==> src/rtl/merlin_mem_arbiter.sv <==
// -----------------------------------------------------------------------------
// merlin_mem_arbiter
//
// Shares one memory target between the Merlin core's instruction and data
// ports. Each cycle one requester is granted and its request is forwarded
// combinationally to the memory port. Every accepted request records its
// origin in an in-order tag FIFO, so each response is steered back to the
// port that issued it.
//
// Ports
//   clk_i, resetn_i        clock, synchronous active-low reset
//   ireq*_i / ireqready_o  instruction request (always a 32-bit read)
//   irsp*_o / irspready_i  instruction response
//   dreq*_i / dreqready_o  data request (read or write, byte/half/word)
//   drsp*_o / drspready_i  data response
//   mreq*_o / mreqready_i  memory request
//   mrsp*_i / mrspready_o  memory response
//   unexp_rsp_o            sticky: a response arrived with nothing outstanding
//
// Configuration
//   MERLIN_ARB_RR_EN  defined   : round-robin between the two ports
//                     undefined : fixed priority, data port wins
// -----------------------------------------------------------------------------
module merlin_mem_arbiter #(
    parameter int C_FIFO_DEPTH_LOG2 = 2
) (
    input  logic        clk_i,
    input  logic        resetn_i,
    output logic        ireqready_o,
    input  logic        ireqvalid_i,
    input  logic [31:0] ireqaddr_i,
    input  logic        irspready_i,
    output logic        irspvalid_o,
    output logic        irsprerr_o,
    output logic [31:0] irspdata_o,
    output logic        dreqready_o,
    input  logic        dreqvalid_i,
    input  logic        dreqwrite_i,
    input  logic [1:0]  dreqsize_i,
    input  logic [31:0] dreqaddr_i,
    input  logic [31:0] dreqdata_i,
    input  logic        drspready_i,
    output logic        drspvalid_o,
    output logic        drsprerr_o,
    output logic        drspwerr_o,
    output logic [31:0] drspdata_o,
    input  logic        mreqready_i,
    output logic        mreqvalid_o,
    output logic        mreqwrite_o,
    output logic [1:0]  mreqsize_o,
    output logic [31:0] mreqaddr_o,
    output logic [31:0] mreqdata_o,
    output logic        mrspready_o,
    input  logic        mrspvalid_i,
    input  logic        mrsprerr_i,
    input  logic        mrspwerr_i,
    input  logic [31:0] mrspdata_i,
    output logic        unexp_rsp_o
);

    localparam int unsigned DEPTH = 2 ** C_FIFO_DEPTH_LOG2;
    localparam logic [C_FIFO_DEPTH_LOG2:0] FULL_CNT = {1'b1, {C_FIFO_DEPTH_LOG2{1'b0}}};
    localparam logic PORT_I = 1'b0;
    localparam logic PORT_D = 1'b1;

    logic                         en_q;      // low during reset and the cycle after
    logic                         lock_q, lock_d;
    logic                         grant_q;
    logic                         unexp_q, unexp_d;
    logic [DEPTH-1:0]             tag_q;
    logic [C_FIFO_DEPTH_LOG2-1:0] wptr_q, rptr_q;
    logic [C_FIFO_DEPTH_LOG2:0]   count_q, count_d;
`ifdef MERLIN_ARB_RR_EN
    logic                         rr_q;      // port that wins the next contested cycle
`endif

    logic sel, sel_valid, can_issue, push, pop, fifo_full, fifo_empty, head;

    always_comb begin
        fifo_full  = (count_q == FULL_CNT);
        fifo_empty = (count_q == '0);
        head       = tag_q[rptr_q];

        // A stalled request keeps its grant so the memory sees a stable request.
        if (lock_q) begin
            sel = grant_q;
        end else if (ireqvalid_i && dreqvalid_i) begin
`ifdef MERLIN_ARB_RR_EN
            sel = rr_q;
`else
            sel = PORT_D;
`endif
        end else begin
            sel = dreqvalid_i ? PORT_D : PORT_I;
        end

        sel_valid   = (sel == PORT_D) ? dreqvalid_i : ireqvalid_i;
        can_issue   = en_q & ~fifo_full;
        mreqvalid_o = can_issue & sel_valid;
        ireqready_o = can_issue & mreqready_i & (sel == PORT_I);
        dreqready_o = can_issue & mreqready_i & (sel == PORT_D);

        if (sel == PORT_D) begin
            mreqwrite_o = dreqwrite_i;
            mreqsize_o  = dreqsize_i;
            mreqaddr_o  = dreqaddr_i;
            mreqdata_o  = dreqdata_i;
        end else begin
            mreqwrite_o = 1'b0;
            mreqsize_o  = 2'd2;
            mreqaddr_o  = ireqaddr_i;
            mreqdata_o  = '0;
        end

        push = mreqvalid_o & mreqready_i;

        // With nothing outstanding the response is accepted and dropped.
        mrspready_o = en_q & (fifo_empty | ((head == PORT_D) ? drspready_i : irspready_i));
        irspvalid_o = en_q & ~fifo_empty & (head == PORT_I) & mrspvalid_i;
        drspvalid_o = en_q & ~fifo_empty & (head == PORT_D) & mrspvalid_i;
        pop         = mrspvalid_i & mrspready_o & ~fifo_empty;

        irsprerr_o = mrsprerr_i;
        irspdata_o = mrspdata_i;
        drsprerr_o = mrsprerr_i;
        drspwerr_o = mrspwerr_i;
        drspdata_o = mrspdata_i;

        lock_d  = mreqvalid_o & ~mreqready_i;
        unexp_d = unexp_q | (en_q & fifo_empty & mrspvalid_i);
        count_d = count_q;
        if (push && !pop) count_d = count_q + 1'b1;
        if (pop && !push) count_d = count_q - 1'b1;

        unexp_rsp_o = unexp_q;
    end

    always_ff @(posedge clk_i) begin
        if (!resetn_i) begin
            en_q    <= 1'b0;
            lock_q  <= 1'b0;
            grant_q <= PORT_D;
            unexp_q <= 1'b0;
            tag_q   <= '0;
            wptr_q  <= '0;
            rptr_q  <= '0;
            count_q <= '0;
`ifdef MERLIN_ARB_RR_EN
            rr_q    <= PORT_D;
`endif
        end else begin
            en_q    <= 1'b1;
            lock_q  <= lock_d;
            unexp_q <= unexp_d;
            count_q <= count_d;
            if (mreqvalid_o) grant_q <= sel;
            if (push) begin
                tag_q[wptr_q] <= sel;
                wptr_q        <= wptr_q + 1'b1;
`ifdef MERLIN_ARB_RR_EN
                rr_q          <= ~sel;
`endif
            end
            if (pop) rptr_q <= rptr_q + 1'b1;
        end
    end

endmodule
==> config.mk <==
export PLATFORM = sky130hd
export DESIGN_NAME = merlin_mem_arbiter
export DESIGN_NICKNAME = d
export VERILOG_FILES = /design/src/rtl/merlin_mem_arbiter.sv
export SDC_FILE = /design/constraint.sdc
export NUM_CORES = 1
export LEC_CHECK = 0
export CORE_AREA = 2 2 109 111
export CTS_CLUSTER_DIAMETER = 150
export DETAILED_ROUTE_END_ITERATION = 8
export DIE_AREA = 0 0 111 113
export GPL_TIMING_DRIVEN = 0
export PLACE_DENSITY_LB_ADDON = 0.25
export SYNTH_ARGS = -nofsm -noshare
export SYNTH_HDL_FRONTEND = slang
export SYNTH_SLANG_ARGS = --single-unit
==> constraint.sdc <==
create_clock -name clk_i -period 2.35 [get_ports clk_i]
set_input_delay 0.47 -clock clk_i [delete_from_list [all_inputs] [get_ports clk_i]]
set_output_delay 0.47 -clock clk_i [all_outputs]
set_load 0.01 [all_outputs]
# After elaboration in Yosys (flattened, before gate mapping)
# Cells that the tools add are included.
dict set report word_totals {
  regBits 15
  input_bits 141
  out_inout_bits 141
  word_cells 65
}
dict set report classes {
  n_addsub 4
  n_lt_le_gt_ge 3
  n_eq_ne 1
  muxes 17
  bitwise_logic 24
  reduce_logical 8
}
# operator n
set ops {}
lappend ops {{2-to-1 mux 32 bit} 2}
lappend ops {{bitwise AND 1 bit} 17}
lappend ops {{2-to-1 mux 1 bit} 9}
lappend ops {{less-than comparator 2 x 3 -> 1 bit, second input constant} 2}
lappend ops {{2-to-1 mux 3 bit} 2}
lappend ops {{NOT 1 bit} 5}
lappend ops {{adder 2 x 1 -> 2 bit, second input constant} 2}
lappend ops {{bitwise mux 4 bit} 1}
lappend ops {{logical AND 1 bit} 4}
lappend ops {{adder 3 x 1 -> 3 bit, second input constant} 1}
lappend ops {{equality test 3 bit, second input constant} 1}
lappend ops {{zero test 3 bit} 1}
lappend ops {{subtractor 3 x 1 -> 3 bit, second input constant} 1}
lappend ops {{binary-select mux 1 bit (select 2 bit)} 1}
lappend ops {{demux 1 bit (select 2 bit)} 1}
lappend ops {{>= comparator 2 x 1 -> 1 bit, second input constant} 1}
lappend ops {{zero test 1 bit} 2}
lappend ops {{2-to-1 mux 2 bit} 1}
lappend ops {{OR 1 bit} 2}
lappend ops {{nonzero test 2 bit} 1}

# Logic depth before layout (Yosys ltp)
dict set report depth {
  ltp_word 11
  depth_mapped 10
  ltp_nobuf 10
}

# Least setup slack after synthesis
# OpenSTA, ideal clock, no wires.
dict set report synth_timing {
  path_type {in2reg}
  startpoint {in ireqvalid_i}
  endpoint {reg count_q[2]}
  arrival_time_ns 2.188
  setup_slack_ns 0.092
  path_stages 10
  cell_sequence {a21boi_1 > o2bb2ai_2 > nor2_1 > inv_1 > ha_1 > inv_1 > fa_1 > xor2_1 > or3_1 > a21oi_1}
}
dict set report synth_between {
  elab_chain_len 9
  elab_cells_between_ends 11
  classes_between {mux: 4; bitwise: 2; reduce/logical: 5}
}
# item line
set synth_lines {}
lappend synth_lines {{start: declaration} 30} ;# input logic ireqvalid_i,
lappend synth_lines {{logical AND 1 bit} 87} ;# end else if (ireqvalid_i && dreqvalid_i) begin
lappend synth_lines {{2-to-1 mux 1 bit} 87}
lappend synth_lines {{2-to-1 mux 1 bit} 85} ;# if (lock_q) begin
lappend synth_lines {{2-to-1 mux 1 bit *} 97} ;# sel_valid = (sel == PORT_D) ? dreqvalid_i : ireqvalid_i;
lappend synth_lines {{bitwise AND 1 bit *} 99} ;# mreqvalid_o = can_issue & sel_valid;
lappend synth_lines {{bitwise AND 1 bit *} 115} ;# push = mreqvalid_o & mreqready_i;
lappend synth_lines {{zero test 1 bit} 133} ;# if (pop && !push) count_d = count_q - 1'b1;
lappend synth_lines {{logical AND 1 bit} 133}
lappend synth_lines {{2-to-1 mux 3 bit or nonzero test 2 bit (tied branches)} n/a}
lappend synth_lines {{end signal: assignment} 155} ;# count_q <= count_d;
lappend synth_lines {{end: declaration} 72} ;# logic [C_FIFO_DEPTH_LOG2:0] count_q, count_d;
# Every way passes the cells marked *; elsewhere a longest branch is shown, timed or not.
# A chain may end at the register's enable or synchronous reset.

# Worst setup path in the final report
dict set report layout_timing {
  startpoint {reg lock_q}
  endpoint {out mreqaddr_o[1]}
}
dict set report layout_between {
  elab_chain_len 2
}
# item line
set layout_lines {}
lappend layout_lines {{start: declaration} 67} ;# logic lock_q, lock_d;
lappend layout_lines {{start signal: assignment} 153} ;# lock_q <= lock_d;
lappend layout_lines {{2-to-1 mux 1 bit} 85}
lappend layout_lines {{2-to-1 mux 32 bit} 103} ;# if (sel == PORT_D) begin
lappend layout_lines {{end: declaration} 51} ;# output logic [31:0] mreqaddr_o,
# Every way passes these cells.

==> metrics <==
Final Cycle Share 99.10%; WHS Endpoint unexp_rsp_o$_SDFF_PN0_; setup TNS 0 ns; Syn. warnings 0; Startpoint Class flip-flop; Synth async-reset ratio 0%; # nets final 650; global-route wire length before repair 14580 µm; Synth Instances 240; largest net degree at the start of global routing 11; reg2reg end count_q[2]$_SDFFE_PN0P_; vias per cell 3.885; TritonCTS clock tree built; origin of the critical flop-to-flop path rptr_q[1]$_SDFFE_PN0P_; Critical Path RT 1.88 ns; clk_lat worst skew 0.25 ns; synthesized cell area 2131 µm²; row cnt 39; FMAX 429.4 MHz; Ant. Diodes 0; CP endpoint kind output port; die area 12540 µm²; Post-CTS Hold Buffers 0; Remaining Overflow, GRT 0; Final Util 44.21%; post-synthesis sequential area ratio 14.09%; GPL Wtd Cong 0.8871; footprint of the multi-input gates 1287 µm²; core area 11270 µm²; final hold violation count 0; Worst R2R Path Depth 10; DRT Wirelength 10090 µm; Worst-Margin Slew 0.4408 ns; Pwr Total 1.474 mW; Setup Skew 0.001414 ns; VDD IR-drop max 0.2985 mV; Routed wire per std cell 15.64 µm; Top FF cell, synth dfxtp_1; status finished, final reports clean; layout overhead on the synthesized area 133.9%; CP arrival 1.86 ns; Seq cells post-synth 15; register area 306.5 µm²; clock tree sinks 15; commonest non-fill, non-tap cells in the layout clkdlybuf4s50_1, buf_4, dlygate4sd2_1; Die Y 113 µm; commonest non-fill, non-tap cell in the layout clkdlybuf4s50_1; Mapped Nets 387; hold path start unexp_rsp_o$_SDFF_PN0_; Clock Path Buffers 2; unrepaired setup endpoints after global routing true; Fillers 1138; Netlist cell types 33; DRT Pass-1 Iters 3; starting density of the core 18.90%; Total GRT Usage 14.85%; worst min path class reg2reg; post-route minimum period 2.329 ns; Max-slew headroom 70.62%; Reg clk slew, reported paths 0.05 ns; # Max-Cap Violations 0; initial antenna violation count 2; CTS buffer count 3; hold path cells 2; EDFF count, synth 0; Root Buffer clkbuf_16; H-tree depth 1; layout cells sized above 1 27.69%; Post-route DRC 0; vias in the first global route 2492; Avg Cell Area, Syn 8.878 µm²; die width 111 µm; CP Launch Point lock_q$_SDFF_PN0_; final setup fails 0; leakage 2.253 nW; Port Buf Inserts 247; Vias 2506; PwrDens 295.8 nW/µm²; Slew Limit Fails 0; DP HPWL 8554 µm; r2r setup slk 0.05 ns; Antenna Nets Post-Route 0; DR iter-0 viols 57; # IOs 282; Critical Setup Path Class reg2out; CP Max Fanout 10
## repair_timing
action | CTS | global route
resized for setup | 69 | 13
endpoints found under the setup margin | 73 | 27
hold endpoints to repair | 0 | 0
pin swaps | 5 | 2
buffers inserted | 7 | 4
## how the worst max path moves through the flow
| stage | end | slack (ns) | cells after the start |
|---|---|---|---|
| 3_3_place_gp | count_q[2]$_SDFFE_PN0P_ | -0.57 | 11 |
| 3_5_place_dp | count_q[2]$_SDFFE_PN0P_ | -0.62 | 11 |
| 4_1_cts | count_q[2]$_SDFFE_PN0P_ | 0.009 | 10 |
| 2_1_floorplan | count_q[2]$_SDFFE_PN0P_ | 0.09 | 10 |
| 6_report | mreqaddr_o[1] | 0.02 | 5 |
| 5_1_grt | count_q[2]$_SDFFE_PN0P_ | -0.08 | 10 |
## worst max-delay path: stages, from the launching register on
cell and delay, ns:
dfxtp_2 0.40, mux2i_4 0.27, buf_12 0.15, buf_6 0.17, mux2_4 0.32, dlygate4sd2_1 0.29
## report_power, final
part	switching [mW]	total (mW)	internal, mW
Sequential	0.0131	0.278	0.265
Combinational	0.296	0.863	0.567
Clock	0.104	0.334	0.230
Total	0.413	1.47	1.06
## cell type report
cell class              instances  share of cell area [%]
well taps                     143                   3.590
clock buffers                   4                   1.582
inverters                      12                  0.9038
multi-input cells             138                   25.83
plain buffers                  75                   11.62
flip-flops and latches         15                   6.151
repair buffers                258                   50.31
## through the flow
| step | cells | setup WS, ns | instance area [µm²] | hold slack [ns] |
|---|---|---|---|---|
| 5_1_grt | 645 | -0.07988 | 4984 | 0.5208 |
| 3_5_place_dp | 630 | -0.6230 | 4782 | 0.4663 |
| 4_1_cts | 641 | 0.008847 | 4918 | 0.4870 |
| 2_1_floorplan | 240 | 0.09218 | 2131 | 0.4341 |
| 3_3_place_gp | 630 | -0.5728 | 4782 | 0.4451 |
| 6_report | 645 | 0.02118 | 4984 | 0.4801 |
## kinds of logic (layout without fill, tap and decap cells)
group	count (synthesis)	count (layout)	share of synthesized area (%)
simple gates	75	75	19.73
mux	45	45	29.60
compound gates	10	10	3.288
fa+ha+maj	6	6	3.876
buf+inv	87	349	28.60
xor+xnor	2	2	0.8222
flops	15	15	14.09
## sequential cells by signal, indices dropped and copies added, names as in the netlist
register / count
unexp_rsp_o: 1
en_q: 1
rptr_q: 2
tag_q: 4
wptr_q: 2
count_q: 3
lock_q: 1
grant_q: 1
## synth_stat cells (2+ instances only)
master / count / area (µm²)
clkbuf_1: 3 / 11.26
nor2_1: 13 / 48.80
mux2_4: 32 / 480.5
dfxtp_1: 15 / 300.3
nor2b_1: 35 / 219.0
or3_1: 3 / 18.77
buf_4: 67 / 503.0
mux2i_1: 10 / 100.1
mux2i_2: 2 / 27.53
a21boi_1: 2 / 15.01
xor2_1: 2 / 17.52
a21oi_1: 3 / 15.01
nor3_1: 4 / 20.02
o21ai_0: 2 / 10.01
inv_1: 11 / 41.29
nand3_2: 2 / 20.02
ha_1: 5 / 62.56
buf_6: 4 / 45.04
nand2_1: 11 / 41.29
## per-layer routing
| layer | GRT usage (%) | wire length (µm) | vias up |
|---|---|---|---|
| met1 | 17.35 | 3871 | 1146 |
| met3 | 3.803 | 719 | 13 |
| met4 | 3.583 | 157 | 4 |
| met5 | 0 | 21 | - |
| met2 | 27.24 | 5317 | 109 |
| li1 | - | - | 1234 |
No activity file was read; power rests on OpenSTA's default activity.
